**src/rtl/sseg_pkg.sv**
```systemverilog
// Shared types and constants for the segment parallel-to-serial shifter.
// Holds the FSM state encoding, the default frame width and the half-bit period helper.
package sseg_pkg;

  typedef enum logic [1:0] {
    IDLE  = 2'd0,
    SHIFT = 2'd1,
    LATCH = 2'd2
  } state_e;

  localparam int DATA_W_DEF  = 64;
  localparam int CLK_DIV_DEF = 2;
  localparam int H_DEF       = 1 << CLK_DIV_DEF;

  // Number of clk cycles in one serial-clock phase (half a bit).
  function automatic int half_cyc(input int clk_div);
    return 1 << clk_div;
  endfunction

endpackage

```
**src/rtl/sseg_tick_gen.sv**
```systemverilog
// Half-bit divider: tick marks the last cycle of each serial-clock phase, phase is the s_clk level.
// Zero latency; counter is held at zero whenever run is low, so every frame starts phase-aligned.
module sseg_tick_gen
  import sseg_pkg::*;
#(
  parameter int CLK_DIV = CLK_DIV_DEF
) (
  input  logic clk,
  input  logic rst_n,
  input  logic run,
  output logic tick,
  output logic phase
);

  localparam logic [CLK_DIV:0] LO_MASK = (CLK_DIV+1)'(half_cyc(CLK_DIV) - 1);

  logic [CLK_DIV:0] cnt_q, cnt_d;

  always_comb begin
    cnt_d = '0;
    if (run) cnt_d = cnt_q + (CLK_DIV+1)'(1);
  end

  always_ff @(posedge clk or negedge rst_n) begin
    if (!rst_n) cnt_q <= '0;
    else        cnt_q <= cnt_d;
  end

  // With CLK_DIV=0 the mask is empty and every running cycle is a phase end.
  assign tick  = run && ((cnt_q & LO_MASK) == LO_MASK);
  assign phase = cnt_q[CLK_DIV];

endmodule

```
**src/rtl/sseg_p2s.sv**
```systemverilog
// Shifts a captured segment word MSB-first into chained 595-style registers, then pulses s_pen; busy (2*DATA_W+1)*H cycles.
// start is only sampled while idle (no queuing); SSEG_P2S_AUTO_REFRESH_EN adds an idle-timeout self-start.
module sseg_p2s
  import sseg_pkg::*;
#(
  parameter int DATA_W      = DATA_W_DEF,
  parameter int CLK_DIV     = CLK_DIV_DEF,
  parameter int REFRESH_CYC = 1000000
) (
  input  logic              clk,
  input  logic              rst_n,
  input  logic              start,
  input  logic [DATA_W-1:0] par_data,
  output logic              busy,
  output logic              done,
  output logic              s_clk,
  output logic              s_dat,
  output logic              s_pen,
  output logic              s_clr_n
);

  localparam int CNT_W = $clog2(DATA_W);

  if (REFRESH_CYC < 1) begin : g_bad_cfg
    $error("sseg_p2s: REFRESH_CYC must be at least 1");
  end

  state_e            state_q, state_d;
  logic [DATA_W-1:0] sreg_q, sreg_d;
  logic [CNT_W-1:0]  bit_q, bit_d;
  logic              done_q, done_d;
  logic              clr_n_q;
  logic              run, tick, phase, launch;

  assign run = (state_q != IDLE);

  sseg_tick_gen #(.CLK_DIV(CLK_DIV)) u_tick (
    .clk   (clk),
    .rst_n (rst_n),
    .run   (run),
    .tick  (tick),
    .phase (phase)
  );

`ifdef SSEG_P2S_AUTO_REFRESH_EN
  localparam int IDLE_W = $clog2(REFRESH_CYC + 1);

  logic [IDLE_W-1:0] idle_q, idle_d;
  logic              refresh;

  // Counts consecutive idle cycles; any launch or non-idle cycle restarts it.
  assign refresh = (idle_q == IDLE_W'(REFRESH_CYC - 1));

  always_comb begin
    idle_d = '0;
    if (state_q == IDLE && !start && !refresh) idle_d = idle_q + IDLE_W'(1);
  end

  always_ff @(posedge clk or negedge rst_n) begin
    if (!rst_n) idle_q <= '0;
    else        idle_q <= idle_d;
  end

  assign launch = start || refresh;
`else
  assign launch = start;
`endif

  always_comb begin
    state_d = state_q;
    sreg_d  = sreg_q;
    bit_d   = bit_q;
    done_d  = 1'b0;
    case (state_q)
      IDLE: begin
        if (launch) begin
          sreg_d  = par_data;
          bit_d   = CNT_W'(DATA_W - 1);
          state_d = SHIFT;
        end
      end
      SHIFT: begin
        // Bit ends on the last cycle of the high s_clk phase.
        if (tick && phase) begin
          sreg_d = {sreg_q[DATA_W-2:0], 1'b0};
          bit_d  = bit_q - CNT_W'(1);
          if (bit_q == '0) state_d = LATCH;
        end
      end
      LATCH: begin
        if (tick) begin
          state_d = IDLE;
          done_d  = 1'b1;
        end
      end
      default: state_d = IDLE;
    endcase
  end

  always_ff @(posedge clk or negedge rst_n) begin
    if (!rst_n) begin
      state_q <= IDLE;
      sreg_q  <= '0;
      bit_q   <= '0;
      done_q  <= 1'b0;
      clr_n_q <= 1'b0;
    end else begin
      state_q <= state_d;
      sreg_q  <= sreg_d;
      bit_q   <= bit_d;
      done_q  <= done_d;
      clr_n_q <= 1'b1;
    end
  end

  // Outputs decode straight from reset-cleared state so an abort zeroes them immediately.
  assign busy    = (state_q != IDLE);
  assign done    = done_q;
  assign s_clk   = (state_q == SHIFT) && phase;
  assign s_dat   = (state_q == SHIFT) && sreg_q[DATA_W-1];
  assign s_pen   = (state_q == LATCH);
  assign s_clr_n = clr_n_q;

endmodule

```
**config.mk**
```make
export PLATFORM = sky130hd
export DESIGN_NAME = sseg_p2s
export DESIGN_NICKNAME = d
export VERILOG_FILES = /design/src/rtl/sseg_pkg.sv /design/src/rtl/sseg_tick_gen.sv /design/src/rtl/sseg_p2s.sv
export SDC_FILE = /design/constraint.sdc
export NUM_CORES = 1
export LEC_CHECK = 0
export BUFFER_PORTS_ARGS = -buffer_cell sky130_fd_sc_hd__buf_2
export CORE_MARGIN = 10
export CORE_UTILIZATION = 50
export DETAILED_ROUTE_END_ITERATION = 8
export PLACE_DENSITY = 0.77
export RECOVER_POWER = 50
export SLEW_MARGIN = 30
export SYNTH_ARGS = -nofsm -noshare
export SYNTH_HDL_FRONTEND = slang
export SYNTH_HIERARCHICAL = 1
export SYNTH_SLANG_ARGS = --single-unit
```
**constraint.sdc**
```tcl
create_clock -name clk -period 2.3 [get_ports clk]
set_input_delay 0.23 -clock clk [delete_from_list [all_inputs] [get_ports clk]]
set_output_delay 0.23 -clock clk [all_outputs]
set_load 0.02 [all_outputs]
```
======== Yosys cells after proc, flatten, opt, wreduce, memory -nomap -nowiden ========
Index checks and enable logic that the tools add are counted.
operators by class
  $lt $le $gt $ge ......................... 0
  $mul .................................... 0
  reduce and logical (&&, ||, !) cells .... 10
  add/subtract/negate cells ............... 2
  bitwise gates (word level) .............. 0
  multiplexer cells ....................... 14
  shift-type cells ........................ 0
  divide/modulo/power cells ............... 0
  eq/ne operators ......................... 7
operators by type and width
  operator                                               number
  two-way mux 64 bit                                     2
  case mux 64 bit (2 select lines)                       1
  two-way mux 6 bit                                      2
  case mux 6 bit (2 select lines)                        1
  two-way mux 2 bit                                      4
  zero test 6 bit                                        1
  inequality test 2 bit, second input constant           3
  case mux 2 bit (3 select lines)                        1
  subtractor 6 x 1 -> 6 bit, second input constant       1
  == test 2 bit, second input constant                   2
  logical AND 1 bit                                      4
  AND reduction 4 bit                                    1
  nonzero test 2 bit                                     2
  adder 3 x 1 -> 3 bit, second input constant            1
  two-way mux 3 bit                                      1
  AND reduction 3 bit                                    1
  == test 2 x 1 -> 1 bit, second input constant          1
  zero test 2 bit                                        1
  two-way mux 1 bit                                      2
  inequality test 2 x 1 -> 1 bit, second input constant  1
word-level totals
  ROM bits ................................ 0
  bits in registers ....................... 77
  memories ................................ 0
  output and inout port bits .............. 6
  input port bits ......................... 67
  bits in latches ......................... 0
  RAM bits ................................ 0
  logic and storage cells ................. 39

======== Logic depth before layout (Yosys ltp) ========
  word-level depth ........................ 5
  gate-level depth with buffers ........... 7
  depth with buffers taken out ............ 5

======== Modules after synthesis ========
The synthesis kept the hierarchy.
modules (own cells, without submodules)
  module         area an instance (sq um)  instances  seq. area each (sq um)  cells each
  sseg_p2s       4031.4                    1          1851.8                  336
  sseg_tick_gen  122.6                     1          75.1                    9

======== Least setup slack after synthesis ========
No wires, ideal clock.
  path type ............................... register to register
  start ................................... register state_q[0]
  end ..................................... register sreg_q[47]
  arrival time ............................ 1755 ps
  cell stages (with the launch flop) ...... 8
  period minus slack after synthesis ...... 1875 ps
  library setup time ...................... 119 ps
  buffers on the path ..................... 2
  required time ........................... 2181 ps
  path slack .............................. 425 ps
  cell sequence ........................... dfrtp_1 > or2_2 > and2_2 > and4b_1 > nor2_1 > buf_6 > buf_6 > o21ai_2
on the way
  longest elaborated chain between the ends .. 5
  elaborated cells on any way between the ends .. 10
  those cells by class .................... eq/ne: 3; mux: 1; reduce/logical: 6
RTL lines
  item                                    RTL line             source
  start: declaration                      sseg_p2s.sv:28       state_e state_q, state_d;
  start signal: assignment                sseg_p2s.sv:108      state_q <= state_d;
  nonzero test 2 bit                      n/a
  named net busy                          sseg_p2s.sv:14       output logic busy,
  logical AND 1 bit                       sseg_tick_gen.sv:30  assign tick = run && ((cnt_q & LO_MASK) == LO_MASK);
  named net tick                          sseg_p2s.sv:33       logic run, tick, phase, launch;
  logical AND 1 bit                       sseg_p2s.sv:84       if (tick && phase) begin
  inequality test 2 bit (no source line)  n/a
  AND reduction 3 bit (no source line)    n/a
  end signal: assignment                  sseg_p2s.sv:109      sreg_q <= sreg_d;
  end: declaration                        sseg_p2s.sv:29       logic [DATA_W-1:0] sreg_q, sreg_d;
The timed path passes the listed nets, and every way through them passes these cells.
A chain may end at the register's enable or synchronous reset.

======== Worst setup path after layout ========
  start ................................... register state_q[0]
  end ..................................... register sreg_q[36]
on the way
  longest elaborated chain between the ends .. 5
  elaborated cells on any way between the ends .. 10
  those cells by class .................... eq/ne: 3; mux: 1; reduce/logical: 6
RTL lines
  item                                    RTL line             source
  nonzero test 2 bit                      sseg_p2s.sv:35       assign run = (state_q != IDLE);
  logical AND 1 bit                       sseg_tick_gen.sv:30
  named net tick                          sseg_p2s.sv:33
  logical AND 1 bit                       sseg_p2s.sv:84
  inequality test 2 bit (no source line)  n/a
  AND reduction 3 bit (no source line)    n/a
The timed path passes the listed nets, and every way through them passes these cells.

==> out/qor.yml <==
timing:
  period_needed_ns: 2.025
  setup_viol: 0
  fmax_mhz: 493.9
  hold-worst-slack_ns: 0.1458
  period_share_pct: 88.03
  worstMarginPinSlew_ns: 0.9397
  final-max-slew-violation-count: 0
  finalSetupTns_ns: 0
  skew_ns: 0.01749
  setup_slack_ns: 0.2754
  finalHoldViolCount: 0
  rsz0062_at_grt: "no"
  max_slew_margin_pct: 37.35
worst_setup_path:
  cpPeakStageDelay_ns: 0.47
  critPathArrivalTime_ns: 2.23
  worstPathMaxFanout: 43
  cp_top_family: "simple AND/OR/NAND/NOR gates"
  crit_type: "reg2reg"
  cp-start-kind: "register"
  crit_slowest_cell: "dfrtp_1"
  path_buf_inv: 1
  crit_chain: "or2_2 > and2_2 > and4b_1 > nor2_4 > buf_12 > o21ai_0"
  cp-end-kind: "register"
  required_ns: 2.51
clock_tree:
  cts_buffer_depth: 2
  cts_buffers: 9
  clock-sinks: 77
  cts_setup_buffers: 0
  root_buffer: "clkbuf_8"
  clock_latency_ns: 0.35
  cts_tree: "yes"
  clk_pin_slew_worst_paths_ns: 0.09
  htree_levels: 3
die:
  ios: 73
  coreArea_sq_um: 8134
  die_h_um: 111.2
  rows: 33
  initial_core_util_pct: 51.07
  die_x_um: 111.2
  dieArea_sq_um: 12350
pwr:
  power.share.sequential_pct: 43.8
  swShare_pct: 36.59
  peakVddDrop_mv: 0.4859
  p_comb_share_pct: 35.1
  switching_power_mw: 1.999
  clkPwrFrac_pct: 21.1
  power.leakage_nw: 2.529
  power_density_nw_per_um2: 1134
  intPower_mw: 3.464
placement:
  dpl_cell_area_sq_um: 4587
  gp_congestion: 0.7332
  numPortBuffers: 72
  dp.cells: 502
  place_ws_ns: 0.2495
  hpwl_um: 6118
routing:
  wire_per_inst_um: 16.97
  post_drt_via_cell_ratio: 5.493
  drtIter0Drc: 118
  postRouteAntennaNets: 0
  num_vias: 2851
  totalWireLength_um: 8805
  firstDrtPassIters: 4
  drc: 0
logic_synthesis:
  synthArstFlopShare_pct: 100.0
  synth_fp_nets: 415
  synthFlopType: "dfrtp_1"
  syn_area_sq_um: 4154
  synthCells: 345
  ys_ff_latch: 77
  avgSynthCellArea_sq_um: 12.04
  synth_warnings: 6
  ys_types: 40
  yosysSeqAreaShare_pct: 46.39
  synth_edf_count: 0
finish:
  nFillCells: 651
  drive_gt1_share_pct: 46.62
  diodes: 0
  finalNonFillerCells: 519
  multiInputGateArea_sq_um: 1992
  nets: 479
  stdcell_area_sq_um: 4818
  final_cell_mix: "dfrtp_1 (77), buf_2 (71), mux2i_1 (63), o21ai_2 (48), nand3_2 (40)"
  seq_area_sq_um: 1927
  final_common_cell: "dfrtp_1"
  area_growth_pct: 15.99
hold_path:
  hp-class: "in2reg"
run_status:
  outcome: "finished clean"
grt:
  overflow: 0
  grt_pass1_vias: 2909
  track_usage_pct: 13.86
  grt_max_degree: 44
  grt_antenna_before_repair: 0
  grt_pass1_wl_um: 14510
run:
  maxCapViolations: 0
-- path summary, 6_finish.rpt --
path | startpoint | end | slack [ns] | cells past startpoint
setup / recovery | state_q[0] | sreg_q[36] | 0.28 | 6
hold / removal | par_data[21] | sreg_q[21] | 0.15 | 3
setup reg to reg | state_q[0] | sreg_q[36] | 0.28 | 6
hold reg to reg | u_tick/cnt_q[0] | u_tick/cnt_q[0] | 0.45 | 1
max in group asynchronous | rst_n | sreg_q[0] | 0.99 | 3
min in group asynchronous | rst_n | sreg_q[23] | 0.56 | 2
-- power by group through the flow --
stage               clock network [mW]  logic (mW)  registers [mW]
floorplan                            0        1.57            2.29
global placement                     0        1.87            2.37
detailed placement                   0        1.95            2.40
CTS                               1.17        1.96            2.39
global route                      1.24        2.16            2.46
finish                            1.15        1.92            2.39
-- cells by family (layout without fill, tap and decap cells) --
logic type	after synthesis	after routing	synth area share [%]
buf+inv	33	102	5.964
flops	77	77	46.39
compound gates	74	74	14.19
mux	63	63	15.18
xor+xnor	1	1	0.2109
other cells	1	1	0.09027
fa+ha+maj	3	3	0.9037
simple gates	93	93	17.08
-- cell type report --
type,instances,area share (%)
clock inverter,5,1.714
tap,105,2.727
inverter,3,0.2337
clock buffer,11,2.934
sequential,77,39.99
timing repair buffer,83,11.06
multi-input combinational,235,41.34
-- cells in the mapped netlist, types with 3 or more instances --
cell      instances  area (sq um)
nor2_1            3         11.26
mux2i_1          63         630.6
buf_6            13         146.4
nor2b_1           6         37.54
dfrtp_1          77          1927
inv_1             3         11.26
o21ai_0          14         70.07
nand3_2          40         400.4
ha_1              3         37.54
and2_1            6         37.54
nor3_1            3         15.01
clkbuf_1          3         11.26
nand3_1          22         110.1
nand4_1           3         18.77
buf_2             9         45.04
o21ai_2          48         420.4
buf_4             4         30.03
a211oi_1          3         22.52
-- repair_timing --
| action | in CTS | in global routing |
|---|---|---|
| hold endpoints to repair | 35 | 0 |
| gates resized for setup | 0 | 0 |
| hold buffers | 1 | 0 |
-- metal layers --
metal	wire length (um)	track usage, %
met5	0	0
met4	96	4.884
met3	347	2.868
met2	4275	21.89
met1	4086	18.31
-- worst register-to-register path, cell delays in order (launching register included) --
cell     delay, ns
dfrtp_1       0.47
or2_2         0.37
and2_2        0.23
and4b_1       0.23
nor2_4        0.18
buf_12        0.28
o21ai_0       0.14
-- flip-flops by register name, summed over array words and instances, names as in the netlist --
signal / cells
u_tick/cnt_q: 3
done: 1
s_clr_n: 1
bit_q: 6
state_q: 2
sreg_q: 64
-- stage by stage --
| step | power [mW] | util [%] |
|---|---|---|
| global route | 5.849 | 59.24 |
| CTS | 5.509 | 59.27 |
| global placement | 4.233 | 56.39 |
| detailed placement | 4.355 | 56.39 |
| finish | 5.463 | 59.24 |
| floorplan | 3.860 | - |
Power figures use the tool's default switching activity.
